File: config.mk
export PLATFORM = sky130hd
export DESIGN_NAME = branch_predictor
export DESIGN_NICKNAME = d
export VERILOG_FILES = /design/src/rtl/branch_predictor.sv
export SDC_FILE = /design/constraint.sdc
export NUM_CORES = 1
export LEC_CHECK = 0
export CAP_MARGIN = 20
export CORE_MARGIN = 10
export CORE_UTILIZATION = 40
export CTS_BUF_LIST = sky130_fd_sc_hd__clkbuf_8
export DETAILED_ROUTE_END_ITERATION = 10
export PLACE_DENSITY = 0.63
export SKIP_LAST_GASP = 1
export SYNTH_ARGS = -nofsm -noshare
export SYNTH_HDL_FRONTEND = slang
export SYNTH_SLANG_ARGS = --single-unit
File: constraint.sdc
create_clock -name i_clk -period 6.1 [get_ports i_clk]
set_clock_uncertainty 0.05 [all_clocks]
set_input_delay 1.22 -clock i_clk [delete_from_list [all_inputs] [get_ports i_clk]]
set_output_delay 1.22 -clock i_clk [all_outputs]
set_load 0.1 [all_outputs]
File: src/rtl/branch_predictor.sv
// branch_predictor: 2-bit saturating-counter BHT with EX-stage branch resolution and perf counters
module branch_predictor #(
    parameter int XLEN        = 32,
    parameter int BHT_ENTRIES = 64,
    parameter int CNT_W       = 32
) (
    input  logic             i_clk,
    input  logic             i_rst,
    input  logic [XLEN-1:0]  i_pc_f,
    output logic             o_pred_taken,
    input  logic             i_Branch,
    input  logic [XLEN-1:0]  i_pc_ex,
    input  logic [2:0]       i_f3,
    input  logic             i_Z,
    input  logic             i_Res,
    input  logic             i_pred_taken,
    output logic             o_DoBranch,
    output logic             o_mispredict,
    output logic [CNT_W-1:0] o_branch_cnt,
    output logic [CNT_W-1:0] o_mispred_cnt
);
    localparam int IW = $clog2(BHT_ENTRIES);

    logic [1:0]    bht [BHT_ENTRIES];
    logic [IW-1:0] rd_idx;
    logic [IW-1:0] wr_idx;
    logic [1:0]    cur;
    logic [1:0]    nxt;
    logic          f3_valid;
    logic          cond;
    logic          resolve;
    logic          unused_pc_bits;

    assign rd_idx         = i_pc_f[IW+1:2];
    assign wr_idx         = i_pc_ex[IW+1:2];
    assign unused_pc_bits = ^{i_pc_f[XLEN-1:IW+2], i_pc_f[1:0], i_pc_ex[XLEN-1:IW+2], i_pc_ex[1:0]};

    // f3[2] selects equality (Z) vs compare (Res); f3[0] inverts the sense
    assign f3_valid     = (i_f3 != 3'b010) && (i_f3 != 3'b011);
    assign cond         = (i_f3[2] ? i_Res : i_Z) ^ i_f3[0];
    assign resolve      = i_Branch && f3_valid;
    assign o_DoBranch   = resolve && cond;
    assign o_mispredict = resolve && (o_DoBranch != i_pred_taken);
    assign o_pred_taken = bht[rd_idx][1];

    // saturating step of the counter being resolved
    always_comb begin
        cur = bht[wr_idx];
        nxt = o_DoBranch ? ((cur == 2'b11) ? cur : cur + 2'd1)
                         : ((cur == 2'b00) ? cur : cur - 2'd1);
    end

    // table and counter update; reset discards any coincident resolve
    always_ff @(posedge i_clk) begin
        if (i_rst) begin
            for (int i = 0; i < BHT_ENTRIES; i++) bht[i] <= 2'b01;
            o_branch_cnt  <= '0;
            o_mispred_cnt <= '0;
        end else if (resolve) begin
            bht[wr_idx]   <= nxt;
            o_branch_cnt  <= o_branch_cnt + CNT_W'(1);
            o_mispred_cnt <= o_mispred_cnt + CNT_W'(o_mispredict);
        end
    end
endmodule

==> impl_metrics.yaml <==
synthesis:
  synth-xor-area-share_pct: 4.23
  synth_edf_count: 128
  yosysUniqueCellTypes: 51
  synth_fa_ha_area_share_pct: 0.617
  yosys.area.top_type: "edfxtp_1"
  synthTopCellsByArea: "edfxtp_1 39%, dfxtp_1 13%, mux4_2 6.8%, nor2_1 4.4%, nand2_1 3.7%"
  synth_area_um2: 9940
  syn_nets: 1041
  yosys.area_share.simple_pct: 24.2
  async_flop_share_pct: 0
  synth_top_family_by_area: "simple AND/OR/NAND/NOR gates"
  synth_top_area_share_pct: 38.7
  seq_area_frac_synth_pct: 51.6
  synthMuxAreaShare_pct: 9.58
  ys_ff_latch: 192
  syn_avg_cell_area_um2: 10.3
  synth_most_common_cell: "edfxtp_1"
  netlist_top_cells_count: "128 x edfxtp_1, 116 x nor2_1, 98 x nand2_1, 72 x nand3_1, 64 x dfxtp_1"
  netlist_instances: 964
  yosys_warnings: 0
  synth-compound-area-share_pct: 6.28
  ys.flop_type: "edfxtp_1"
detailed_routing:
  drt-wirelength-per-cell_um: 19.7
  drt_pass1_iterations: 5
  avgViaCountPerCell: 5.61
  ant_nets: 0
  drt-total-wl_um: 26900
  route.detailed.drc: 0
  vias: 7646
  drt-initial-drc-count: 595
global_route:
  grt_max_degree: 72
  grt_overflow: 0
  grt_pass1_wl_um: 42900
  grt_pass1_vias: 7564
  grt_util_all_layers_pct: 17.4
  antenna_found_initial: 0
clock_network:
  cts_made_buffers: 17
  htreeDepth: 4
  clkLatencyLatePin_ns: 0.48
  ctsResizeCount: 0
  post_cts_buffers: 0
  clk_path_buf_depth: 2
  ctsHoldBuffers: 0
  clockRootBuffer: "clkbuf_8"
  cts_tree: "built"
  path_clk_slew_ns: 0.10
  cts_sinks: 192
job:
  cap_violations: 0
critical_path:
  cp.arrival_ns: 3.84
  endpoint_kind: "primary output"
  required_ns: 4.83
  reg2regPathDepth: 8
  startpoint_type: "input pin"
  worstSetupPathType: "input pin to primary output"
  path_max_fanout: 16
die:
  die_w_um: 178
  die_h_um: 178
  num_rows: 57
  core_um2: 24400
  die_area_um2: 31600
  ios: 140
  initial_core_util_pct: 40.8
place:
  gp_congestion: 0.830
  place_ws_ns: 0.981
  detailed_place_hpwl_um: 18400
  port_buffers: 87
  postPlaceCellArea_um2: 11100
outcome:
  status: "finished clean"
timing:
  grt_setup_unrepaired: "false"
  period_needed_ns: 5.11
  worst_slack_ns: 0.991
  worstMarginPinSlew_ns: 1.08
  setup_tns_ns: 0
  max-slew-margin-rel_pct: 27.4
  finalCritPeriodShare_pct: 83.8
  slew_viol_final: 0
  hold_viol: 0
  setup_viol: 0
  max_freq_ghz: 0.196
worst_hold_path:
  whs_path_depth: 2
  hold_path.class: "flop to flop"
cells_and_area:
  num_antenna_cells: 0
  final_nets: 1103
  fillers: 2322
  drive_gt1_share_pct: 12.5
  stdcell_area_um2: 11500
  area_growth_syn_to_layout_pct: 15.3
pwr:
  power_mw: 2.56
  peakVddDrop_v: 0.000121
  power_density_nw_per_um2: 223
  power.leakage_nw: 3.71
## layer usage
metal | global-route usage (%) | wire length (µm) | vias to the layer above
li1 | - | - | 3591
met1 | 23.0 | 11600 | 3724
met2 | 26.8 | 12200 | 299
met3 | 6.35 | 2760 | 32
met4 | 3.86 | 367 | 0
met5 | 0 | 0 | -
## metrics by stage
stage	hold slack, ns	cells	util [%]
floorplan	0.853	964	-
global placement	0.429	1330	45.5
detailed placement	0.441	1331	45.5
CTS	0.458	1363	47.0
global route	0.489	1363	47.0
finish	0.456	1363	47.0
## flip-flops by register name (all words and copies together), names as in the netlist
name and count:
o_mispred_cnt 32, bht 128, o_branch_cnt 32
## critical path, cell delays in order
cell and delay [ns]:
clkdlybuf4s50_1 0.45, buf_4 0.35, mux4_2 0.57, mux4_2 0.52
mux4_2 0.52, buf_12 0.19
## power by group
group	switching, mW	total, mW	internal (mW)
clock network	0.503	0.798	0.295
registers	0.0156	1.43	1.41
logic	0.222	0.336	0.114
total	0.740	2.56	1.82
## kinds of logic (layout without fill, tap and decap cells)
group	Yosys count	after routing
AND/OR/NAND/NOR	490	490
multiplexers	57	57
XOR/XNOR	48	48
adder cells (fa/ha/maj)	5	5
flip-flops	192	192
AO/OA/AOI/OAI	93	93
buffers and inverters	79	154
## worst paths after layout
check                  start              end  slack, ns
max                i_pc_f[2]     o_pred_taken       0.99
min          o_branch_cnt[1]  o_branch_cnt[1]       0.46
max reg2reg       bht[26][1]       bht[41][0]       3.08
min reg2reg  o_branch_cnt[1]  o_branch_cnt[1]       0.46
## area by class of cell
cell class                      instances  area, µm²  area share (%)
Clock inverter                         15        125            1.09
Inverter                               12       45.0           0.393
Timing Repair Buffer                  110       1050            9.19
Tap cell                              324        405            3.54
Multi-Input combinational cell        693       4470            39.0
Sequential cell                       192       5120            44.7
Clock buffer                           17        234            2.04
## cells in the final DEF (no fill, tap or decap), types with 4 or more instances in the layout
master           count
or2_2               33
xor2_1              30
inv_1               11
nor2_1             116
a21oi_1             22
and4_1               5
edfxtp_1           128
mux2_2               5
nor3_1              48
nor4_1               4
inv_6                4
ha_1                 4
o21ai_0             17
nand3b_1             4
and3_1              15
nor2b_1             11
a22oi_1              8
clkdlybuf4s50_1     82
nor3b_1              4
a211oi_1             4
a221oi_1             7
a21o_1               7
or3_1               19
clkbuf_8            17
dfxtp_1             64
nand4_1             12
and2_1               7
nand2b_1            39
nand2_1             98
xnor2_1             18
clkinv_4             5
nand3_1             72
mux2i_1             22
buf_4               25
mux4_2              30
a31oi_1              7
(Power assumes the default switching activity.)
